$ cat src/rtl/fetch_prefetch_queue.sv
// Fetch front end: owns the fetch PC, issues imem requests and buffers
// returned instructions in an in-order queue presented to decode.
module fetch_prefetch_queue #(
  parameter int          DEPTH    = 4,
  parameter logic [31:0] RESET_PC = 32'h0000_0000
) (
  input  logic        clk_i,
  input  logic        rst_ni,
  input  logic        redirect_i,
  input  logic [31:0] redirect_pc_i,
  output logic        imem_req_o,
  output logic [31:0] imem_addr_o,
  input  logic        imem_gnt_i,
  input  logic        imem_rvalid_i,
  input  logic [31:0] imem_rdata_i,
  output logic        valid_o,
  input  logic        ready_i,
  output logic [31:0] instr_o,
  output logic [31:0] pc_o,
  output logic [31:0] pc4_o
);

  localparam int AW = $clog2(DEPTH);
  localparam int CW = AW + 1;
  localparam logic [CW:0] LIMIT = (CW+1)'(DEPTH);

  typedef struct packed {
    logic [31:0] instr;
    logic [31:0] pc;
  } entry_t;

  entry_t        q_mem [DEPTH];
  entry_t        head;
  logic [AW-1:0] rd_ptr;
  logic [AW-1:0] wr_ptr;
  logic [CW-1:0] count;
  logic [CW-1:0] count_nxt;
  logic [CW-1:0] outstanding;
  logic [CW-1:0] out_nxt;
  logic [CW-1:0] discard;
  logic [CW:0]   used;
  logic [31:0]   fetch_pc;
  logic [31:0]   resp_pc;
  logic          grant;
  logic          rsp;
  logic          drop;
  logic          push;
  logic          pop;

  assign used = {1'b0, count} + {1'b0, outstanding};

  assign imem_req_o  = rst_ni && !redirect_i && (used < LIMIT);
  assign imem_addr_o = fetch_pc;

  assign grant = imem_req_o && imem_gnt_i;
  // A response with nothing outstanding belongs to a pre-reset request.
  assign rsp   = imem_rvalid_i && (outstanding != '0);
  assign drop  = rsp && (redirect_i || (discard != '0));
  assign push  = rsp && !drop;

  assign valid_o = (count != '0);
  assign pop     = valid_o && ready_i;

  assign head    = q_mem[rd_ptr];
  assign instr_o = valid_o ? head.instr : '0;
  assign pc_o    = valid_o ? head.pc : '0;
  assign pc4_o   = valid_o ? head.pc + 32'd4 : '0;

  always_comb begin
    out_nxt   = outstanding + CW'(grant) - CW'(rsp);
    count_nxt = count;
    unique case (1'b1)
      push && !pop: count_nxt = count + 1'b1;
      pop && !push: count_nxt = count - 1'b1;
      default:      count_nxt = count;
    endcase
  end

  always_ff @(posedge clk_i) begin
    if (!rst_ni) begin
      fetch_pc    <= RESET_PC;
      resp_pc     <= RESET_PC;
      count       <= '0;
      outstanding <= '0;
      discard     <= '0;
      rd_ptr      <= '0;
      wr_ptr      <= '0;
    end else begin
      outstanding <= out_nxt;
      if (grant) fetch_pc <= fetch_pc + 32'd4;
      if (redirect_i) begin
        // Everything still in flight is old-path and must be dropped.
        fetch_pc <= redirect_pc_i;
        resp_pc  <= redirect_pc_i;
        discard  <= out_nxt;
        count    <= '0;
        rd_ptr   <= '0;
        wr_ptr   <= '0;
      end else begin
        if (rsp && (discard != '0)) discard <= discard - 1'b1;
        if (push) begin
          wr_ptr  <= wr_ptr + 1'b1;
          resp_pc <= resp_pc + 32'd4;
        end
        if (pop) rd_ptr <= rd_ptr + 1'b1;
        count <= count_nxt;
      end
    end
  end

  always_ff @(posedge clk_i) begin
    if (rst_ni && push) begin
      q_mem[wr_ptr] <= '{instr: imem_rdata_i, pc: resp_pc};
    end
  end

endmodule

$ cat config.mk
export PLATFORM = sky130hd
export DESIGN_NAME = fetch_prefetch_queue
export DESIGN_NICKNAME = d
export VERILOG_FILES = /design/src/rtl/fetch_prefetch_queue.sv
export SDC_FILE = /design/constraint.sdc
export NUM_CORES = 1
export LEC_CHECK = 0
export BUFFER_PORTS_ARGS = -buffer_cell sky130_fd_sc_hd__buf_2
export CAP_MARGIN = 30
export CORE_MARGIN = 4
export CORE_UTILIZATION = 30
export DETAILED_ROUTE_END_ITERATION = 7
export PLACE_DENSITY = 0.46
export SETUP_SLACK_MARGIN = 0.1
export SYNTH_ARGS = -nofsm -noshare
export SYNTH_HDL_FRONTEND = slang
export SYNTH_SLANG_ARGS = --single-unit
$ cat constraint.sdc
create_clock -name clk_i -period 6.2 [get_ports clk_i]
set_input_delay 0.31 -clock clk_i [delete_from_list [all_inputs] [get_ports clk_i]]
set_output_delay 0.31 -clock clk_i [all_outputs]
set_load 0.05 [all_outputs]
==> summary.txt, run 1 <==
core outline area: 48700 µm²
Top FF cell, synth: edfxtp_1
Final GP Congestion: 0.825
I/O pins: 200
Data required, critical path: 5.89 ns
starting density of the core: 30.3%
cell row count: 81
Initial DRT Pass Iterations: 7
Sum Neg Setup Slack: 0 ns
fmax: 217 MHz
Max Transition Viols Final: 0
Syn. warnings: 0
worst clock skew: 0.0154 ns
Final min period: 4.60 ns
Worst-Margin Slew: 0.912 ns
CTS resizes: 0
EDFF count, synth: 256
#FFs+latches synth: 335
Max Cap Violations: 0
via/cell ratio: 4.90
Post-CTS Setup Inserts: 0
critical path type: register to output port
Die Span X: 230 µm
hold slack final: 0.0316 ns
Pwr Density: 304 nW/µm²
total grt overflow: 0
post-route cell area: 18000 µm²
largest net degree at the start of global routing: 71
# fillers: 4740
Area Overhead vs Synth: 21.9%
VDD IR max: 0.000160 V
CTS tree: yes
dpl cells: 1884
cell count after synthesis: 1060
multi-input logic area: 5090 µm²
die area: 52800 µm²
Pwr Total: 0.00546 W
Reg area: 9270 µm²
first-pass GRT wire length: 60800 µm
CTS clk-pin slew, worst paths: 0.06 ns
DR iter-0 viols: 656
Remaining DRCs: 0
Root Driver: clkbuf_16
via count: 9700
Max-slew headroom: 38.6%
syn_nets: 1146
Layout Cells excl Fill: 1981
port bufs: 199
crit-path max FO: 32
dpl hpwl: 27200 µm
CTS Buf Count: 38
total track usage: 14.8%
DP Area: 16400 µm²
Final setup viols: 0
sequential-to-total area share from yosys stat: 62.8%
Skew-Pair Late Insertion Delay: 0.54 ns
layout cells sized above 1: 26.7%
clock sink count: 335
asr flop ratio synth: 0%
Die Ht: 230 µm
maximum clock path buffer count: 3
Pleak: 6.32 nW
CP arrival: 4.29 ns
Final ANT Viol Nets: 0
R2R Setup Slk: 2.65 ns
startpoint types: register
vias in the first global route: 9619
WL final: 40200 µm
Yosys cell types: 66
Synth Cell Area: 14800 µm²
DR WL/cell: 20.3 µm
# diodes: 0
H-tree lvl count: 2
final hold violations: 0
class of the worst hold path: primary input to register
syn_area_per_cell: 13.9 µm²
status: complete, no violations
crit end category: output port
RSZ-0062 raised after global routing: no
Nets: 1378
initial antenna violation count: 0
period utilisation layout: 74.2%
[synthesized netlist by cell type (all sizes together), types with 14 or more instances]
cell type	n	area, µm²
clkbuf	38	146
a31oi	19	119
inv	33	124
and3	15	93.8
ha	14	175
nand4	33	234
nor3	25	140
or3	15	93.8
edfxtp	256	7690
o21ai	43	215
a21oi	49	245
buf	17	133
nand3	27	135
xor2	16	140
mux4	64	1480
dfxtp	79	1580
nor2	51	191
and2	78	488
nand2	64	243
nor4	17	134
xnor2	28	245
[state kept, by name, summed over array words and instances (netlist names), named ones only]
signal	cells
discard	3
imem_addr_o	32
outstanding	3
count	3
q_mem	256
rd_ptr	2
resp_pc	32
wr_ptr	2
[area by class of cell]
type,count,share of cell area [%]
Tap cell,664,4.62
Clock buffer,51,5.84
Clock inverter,14,0.939
Multi-Input combinational cell,637,28.3
Inverter,33,0.689
Sequential cell,335,51.6
Timing Repair Buffer,247,8.03
[through the flow]
step	utilization, %	setup slack, ns
after floorplan	-	3.07
after global placement	33.7	2.22
after detailed placement	33.7	2.13
after CTS	36.9	1.53
after global routing	36.9	1.31
final	36.9	1.60
[repair_timing]
item                                   in CTS  in global routing
endpoints found under the hold margin     124                  0
setup endpoints to repair                   0                  0
hold buffers                               31                  0
[path summary, 6_finish.rpt]
kind                                  startpoint  cells past startpoint        endpoint
worst max-delay path                    register                      7       pc4_o[30]
worst min-delay path            imem_rdata_i[15]                      1    q_mem[3][47]
worst max register to register          count[1]                     13      discard[2]
worst min register to register    imem_addr_o[1]                      2  imem_addr_o[1]
[cell families after synthesis]
kind of cell	count (synthesis)	share of synthesized area (%)
and+or+nand+nor	353	13.4
DFF	335	62.8
AOI/OAI and AO/OA	141	5.58
buffers and inverters	88	2.73
muxes	83	11.4
xor gates and xnor gates	44	2.61
adders and majority gates	16	1.46
[routing by layer]
layer	up-vias	global-route usage [%]	wire length, µm
met3	48	3.44	2600
li1	4542	-	-
met4	0	3.31	775
met5	-	0	0
met1	4806	21.6	19400
met2	304	22.5	17400
[layout by cell type, fill, tap and decap left out, types with 28 or more instances in the layout]
cell type,instances
nand4_1,30
and2_1,78
a21oi_1,49
xnor2_1,28
nand2_1,63
o21ai_0,43
nor2_1,51
mux4_2,54
buf_2,200
clkbuf_16,39
edfxtp_1,256
dfxtp_1,77
inv_1,31
dlygate4sd3_1,31
[report_power, final]
part | internal (W) | switching [W]
clock network | 0.00132 | 0.000889
registers | 0.00250 | 0.0000759
logic | 0.000217 | 0.000460
[worst max-delay path, stage by stage (launching register included)]
cell	delay, ns
dfxtp_2	0.92
buf_4	0.41
mux4_2	0.38
and4_1	0.32
nand4_1	0.55
nor4_1	0.57
mux2_1	0.37
buf_2	0.21
Power figures use the tool's default switching activity.
==> run 2: changes to the inputs <==
--- a/config.mk
+++ b/config.mk
@@ -10,7 +10,7 @@
 export CORE_MARGIN = 4
 export CORE_UTILIZATION = 30
 export DETAILED_ROUTE_END_ITERATION = 7
-export PLACE_DENSITY = 0.46
+export PLACE_DENSITY = 0.48
 export SETUP_SLACK_MARGIN = 0.1
 export SYNTH_ARGS = -nofsm -noshare
 export SYNTH_HDL_FRONTEND = slang
==> constraint.sdc (replaced) <==
create_clock -name clk_i -period 3.7 [get_ports clk_i]
set_input_delay 0.185 -clock clk_i [delete_from_list [all_inputs] [get_ports clk_i]]
set_output_delay 0.185 -clock clk_i [all_outputs]
set_load 0.05 [all_outputs]
==> run 2 against run 1 <==
First-iteration DRC count shrank 7.8%. Power grew 74%. Core utilization grew 1.1 points. Flip-flop and latch count is the same. Final area grew 3.0%. Non-clock buffer count grew 37.
==> summary.txt, run 2 (synthesis gave the netlist of run 1 again) <==
status: complete, no violations
multi-input logic area: 5100 µm² (+0.12%)
crit-path cells: buf_6 > mux4_2 > nand4_4 > nor4_1 > or4b_1 > a21oi_1 > clkbuf_4
Data required, critical path: 3.51 ns (-2.38 ns)
VDD IR max: 0.000289 V (+81%)
Final GP Congestion: 0.796 (-3.5%)
Initial DRT Pass Iterations: 4 (-3)
Critical path buffers and inverters: 2 (unchanged)
post-route cell area: 18500 µm² (+3.0%)
critical path type: register to output port
startpoint types: register
Nets: 1416 (+2.8%)
via/cell ratio: 4.83 (-1.3%)
port bufs: 199 (unchanged)
met2 routed wirelength: 17800 µm (+2.3%)
most frequent cells in the layout: edfxtp_1 (256), buf_2 (198), and2_1 (78), dfxtp_1 (77), nand2_1 (63)
worst setup path endpoint: pc4_o[31]
top sig layer: met4
# fillers: 4652 (-1.9%)
CTS Buf Count: 39 (+2.6%)
Pwr Density: 512 nW/µm² (+69%)
die area: 52800 µm² (unchanged)
Max-slew headroom: 46.4% (+7.8 points)
final hold violations: 0 (unchanged)
clock sink count: 335 (unchanged)
Root Driver: clkbuf_16
Final ANT Viol Nets: 0 (unchanged)
Sum Neg Setup Slack: 0 ns (unchanged)
routed wl met3: 2140 µm (-18%)
I/O pins: 200 (unchanged)
CTS tree: yes
WL final: 39800 µm (-1.0%)
RSZ-0062 raised after global routing: no
WL met1: 19100 µm (-1.6%)
stages on the worst setup path: 7 (unchanged)
DR iter-0 viols: 605 (-7.8%)
starting density of the core: 30.3% (unchanged)
Pleak: 6.54 nW (+3.4%)
CTS clk-pin slew, worst paths: 0.06 ns (about the same)
class of the worst hold path: primary input to register
Max Cap Violations: 0 (unchanged)
most common cell after layout, fill and taps aside: edfxtp_1
vias in the first global route: 9835 (+2.2%)
maximum clock path buffer count: 3 (unchanged)
layout cells sized above 1: 27.3% (+0.55 points)
Area Overhead vs Synth: 25.5%
total track usage: 14.9% (+0.13 points)
# diodes: 0 (unchanged)
crit-path leading delay family: simple AND/OR/NAND/NOR gates
period utilisation layout: 92.9%
DP Area: 16500 µm² (+0.69%)
Reg area: 9280 µm² (about the same)
fin util: 38.0% (+1.1 points)
via count: 9780 (+0.82%)
dpl hpwl: 26300 µm (-3.4%)
Largest stage delay, worst path: 0.49 ns (-0.43 ns)
FF-to-FF End: discard[2]
core outline area: 48700 µm² (unchanged)
Max Transition Viols Final: 0 (unchanged)
R2R Setup Slk: 0.80 ns (-1.85 ns)
first-pass GRT wire length: 60900 µm (+0.28%)
cell row count: 81 (unchanged)
Worst-Margin Slew: 0.803 ns (-0.109 ns)
crit end category: output port
max reg flops: 256 (unchanged)
RR Startpoint: count[1]
fmax: 291 MHz
total grt overflow: 0 (unchanged)
R2R depth: 12 (-1)
crit-path max FO: 12 (-63%)
Skew-Pair Late Insertion Delay: 0.55 ns (about the same)
Final min period: 3.44 ns
Die Span X: 230 µm (unchanged)
CP arrival: 3.25 ns (-1.04 ns)
largest net degree at the start of global routing: 82 (+15%)
H-tree lvl count: 2 (unchanged)
worst clock skew: 0.0147 ns (-0.000715 ns)
DR WL/cell: 19.7 µm (-3.1%)
Die Ht: 230 µm (unchanged)
Pwr Total: 0.00948 W (+74%)
Final setup viols: 0 (unchanged)
initial antenna violation count: 0 (unchanged)
Biggest register: q_mem
CP max stage cell: dfxtp_4
Remaining DRCs: 0 (unchanged)
-- run 2: changes by cell type in the layout (fill, tap and decap cells not counted), moves of 4 or more --
cell / delta
buf_4: +4
dlygate4sd3_1: +28
clkinvlp_4: +5
clkbuf_1: -4
-- run 2: final cells by class --
type	instances	area share, %
Clock inverter	24	1.53
Clock buffer	47	5.71
Inverter	33	0.669
Sequential cell	335	50.1
Tap cell	664	4.49
Timing Repair Buffer	284	9.98
Multi-Input combinational cell	637	27.5
-- run 2: power by group --
group	leakage (nW)	total, W	switching, W	internal [W]
clock network	0.644	0.00401	0.00154	0.00246
logic	2.92	0.00117	0.000778	0.000389
registers	2.98	0.00431	0.000122	0.00419
total	6.54	0.00948	0.00244	0.00704
-- run 2: worst min path at each step --
stage                                  from         endpoint  slack [ns]  depth (start not counted)
after floorplan             imem_rdata_i[0]     q_mem[0][32]        0.28                          0
after global placement     imem_rdata_i[24]     q_mem[1][56]        0.40                          1
after detailed placement   imem_rdata_i[26]     q_mem[2][58]        0.41                          1
after CTS                  redirect_pc_i[2]       resp_pc[2]       0.004                          3
after global routing      redirect_pc_i[28]      resp_pc[28]        0.07                          3
final                     redirect_pc_i[14]  imem_addr_o[14]        0.03                          3
-- run 2: tightest hold or removal path: cells and delay by family --
| kind | cells | cell delay, ns |
|---|---|---|
| buffers and inverters | 1 | 0.09 |
| AOI/OAI and AO/OA | 2 | 0.27 |
-- run 2: repair_timing --
item                                    CTS  global route
endpoints found under the setup margin   14             3
pin swaps                                 1             0
hold endpoints to repair                179             0
setup buffers                             2             0
hold buffers                             59             0
resized for setup                         4             3
-- run 2: stage by stage --
stage	setup slack, ns	hold WS, ns	std cells
after floorplan	0.565	0.284	1060
after global placement	0.507	0.404	1892
after detailed placement	0.445	0.408	1892
after CTS	0.145	0.00386	2024
after global routing	0.104	0.0681	2024
final	0.263	0.0314	2024
-- run 2: metal layers --
metal / global-route usage, % / up-vias
li1: - / 4627
met1: 21.8 / 4827
met2: 22.9 / 278
met3: 3.06 / 48
met4: 3.65 / 0
met5: 0 / -
==> run 3: changes to the inputs <==
--- a/config.mk
+++ b/config.mk
@@ -8,9 +8,9 @@
 export BUFFER_PORTS_ARGS = -buffer_cell sky130_fd_sc_hd__buf_2
 export CAP_MARGIN = 30
 export CORE_MARGIN = 4
-export CORE_UTILIZATION = 30
+export CORE_UTILIZATION = 25
 export DETAILED_ROUTE_END_ITERATION = 7
-export PLACE_DENSITY = 0.48
+export PLACE_DENSITY = 0.42
 export SETUP_SLACK_MARGIN = 0.1
 export SYNTH_ARGS = -nofsm -noshare
 export SYNTH_HDL_FRONTEND = slang
==> run 3 against run 2 <==
Sequential share of layout area fell by 0.35 points. Combinational power barely moved. Worst setup slack improved by 0.051 ns. Highest routed layer unchanged. Core utilization fell by 5.9 points. Largest power group unchanged. First-iteration DRC count fell by 6.4%. Clock skew rose by 0.0088 ns. Clock-buffer cell count did not move. Clock power fell by 3%. Die area rose by 19%. Worst hold slack improved by 0.0015 ns.
==> summary.txt, run 3 (synthesis gave the netlist of run 1 again) <==
CTS tree: yes
dpl cells: 1993 (+5.3%)
crit-path cells: buf_4 > mux4_1 > nand4_2 > or4_4 > nor3_2 > mux2_1 > buf_2
startpoint types: register
status: complete, no violations
Die Span X: 251 µm (+9.2%)
max reg flops: 256 (unchanged)
Area Overhead vs Synth: 26.4%
Final ANT Viol Nets: 0 (unchanged)
starting density of the core: 25.4% (-4.8 points)
crit end category: output port
die area: 63000 µm² (+19%)
Pleak: 6.55 nW (+0.19%)
fmax: 295 MHz (+1.5%)
Sum Neg Setup Slack: 0 ns (unchanged)
CP max stage cell: or4_4
Reg area: 9280 µm² (unchanged)
VDD IR max: 0.000261 V (-9.8%)
dpl hpwl: 28700 µm (+9.5%)
class of the worst hold path: primary input to register
final hold violations: 0 (unchanged)
Final setup viols: 0 (unchanged)
via/cell ratio: 4.68 (-3.0%)
total grt overflow: 0 (unchanged)
cell row count: 88 (+8.6%)
RSZ-0062 raised after global routing: no
WL final: 42700 µm (+7.3%)
total track usage: 13.2% (-1.8 points)
Largest stage delay, worst path: 0.69 ns (+0.20 ns)
Nets: 1422 (+0.42%)
critical path type: register to output port
Biggest register: q_mem
Die Ht: 251 µm (+9.2%)
vias in the first global route: 9961 (+1.3%)
Remaining DRCs: 0 (unchanged)
Final min period: 3.39 ns (-0.0506 ns)
Skew-Pair Late Insertion Delay: 0.56 ns (about the same)
Final GP Congestion: 0.769 (-3.4%)
multi-input logic area: 5110 µm² (+0.29%)
via count: 9979 (+2.0%)
CTS Buf Count: 40 (+2.6%)
period utilisation layout: 91.5% (-1.4 points)
# fillers: 5796 (+25%)
worst clock skew: 0.0234 ns (+0.00876 ns)
Initial DRT Pass Iterations: 5 (+1)
DR iter-0 viols: 566 (-6.4%)
Max Cap Violations: 0 (unchanged)
port bufs: 199 (unchanged)
Layout Cells excl Fill: 2130 (+5.2%)
core outline area: 58000 µm² (+19%)
Root Driver: clkbuf_16
Data required, critical path: 3.51 ns (about the same)
most frequent cells in the layout: edfxtp_1 (256), buf_2 (198), and2_1 (78), dfxtp_1 (77), nand2_1 (63)
Max Transition Viols Final: 0 (unchanged)
hold slack final: 0.0329 ns (+0.00145 ns)
crit-path leading delay family: simple AND/OR/NAND/NOR gates
DR WL/cell: 20.1 µm (+2.0%)
clock sink count: 335 (unchanged)
H-tree lvl count: 2 (unchanged)
Worst-Margin Slew: 0.853 ns (+0.0496 ns)
largest net degree at the start of global routing: 82 (unchanged)
RR Startpoint: count[1]
first-pass GRT wire length: 64000 µm (+5.1%)
Pwr Density: 502 nW/µm² (-1.9%)
Max-slew headroom: 43.1% (-3.3 points)
maximum clock path buffer count: 3 (unchanged)
Critical path buffers and inverters: 2 (unchanged)
I/O pins: 200 (unchanged)
crit-path max FO: 7 (-5)
most common cell after layout, fill and taps aside: edfxtp_1
initial antenna violation count: 0 (unchanged)
Pwr Total: 0.00937 W (-1.2%)
layout cells sized above 1: 27.3% (+0.067 points)
CTS clk-pin slew, worst paths: 0.06 ns (about the same)
HP Start: redirect_pc_i[20]
CP arrival: 3.20 ns (-0.05 ns)
-- run 3: worst paths after layout --
| kind | cells past startpoint | endpoint | slack (ns) |
|---|---|---|---|
| setup reg to reg | 12 | discard[2] | 0.70 |
| setup / recovery | 7 | pc4_o[21] | 0.31 |
| hold reg to reg | 2 | imem_addr_o[0] | 0.46 |
| hold / removal | 3 | resp_pc[20] | 0.03 |
-- run 3: per-layer routing --
layer	GRT usage [%]	vias up	routed length, µm
met5	0	-	0
met4	3.68	0	913
met3	2.63	55	2550
met2	19.6	328	18500
met1	19.5	4961	20800
li1	-	4635	-
-- run 3: tightest hold or removal path, cell delays in order --
cell and delay [ns]:
buf_2 0.07, o21ai_0 0.13, a21oi_1 0.14
-- run 3: final cells by class --
type	count	area share, %
inverter	33	0.664
tap	765	5.13
multi-input combinational	637	27.4
clock buffer	47	5.62
timing repair buffer	289	10.2
antenna	1	0.0134
sequential	335	49.7
clock inverter	23	1.22
-- run 3: report_power, final --
part | leakage [nW] | switching (W) | total [W] | internal (W)
registers | 2.98 | 0.000124 | 0.00431 | 0.00419
clock network | 0.629 | 0.00156 | 0.00387 | 0.00231
logic | 2.94 | 0.000793 | 0.00119 | 0.000392
total | 6.55 | 0.00248 | 0.00937 | 0.00689
-- run 3: per-stage QoR --
step | instance area (µm²) | util (%) | worst slack, ns
after floorplan | 14800 | - | 0.565
after global placement | 16700 | 28.8 | 0.458
after detailed placement | 16700 | 28.8 | 0.423
after CTS | 18600 | 32.0 | 0.113
after global routing | 18600 | 32.1 | 0.128
final | 18700 | 32.1 | 0.313
-- run 3: repair_timing --
| item | CTS | global route |
|---|---|---|
| hold buffers | 58 | 0 |
| hold endpoints to repair | 176 | 0 |
| setup buffers | 2 | 6 |
| setup endpoints to repair | 14 | 9 |
| pin swaps | 1 | 0 |
| gates resized for setup | 3 | 2 |
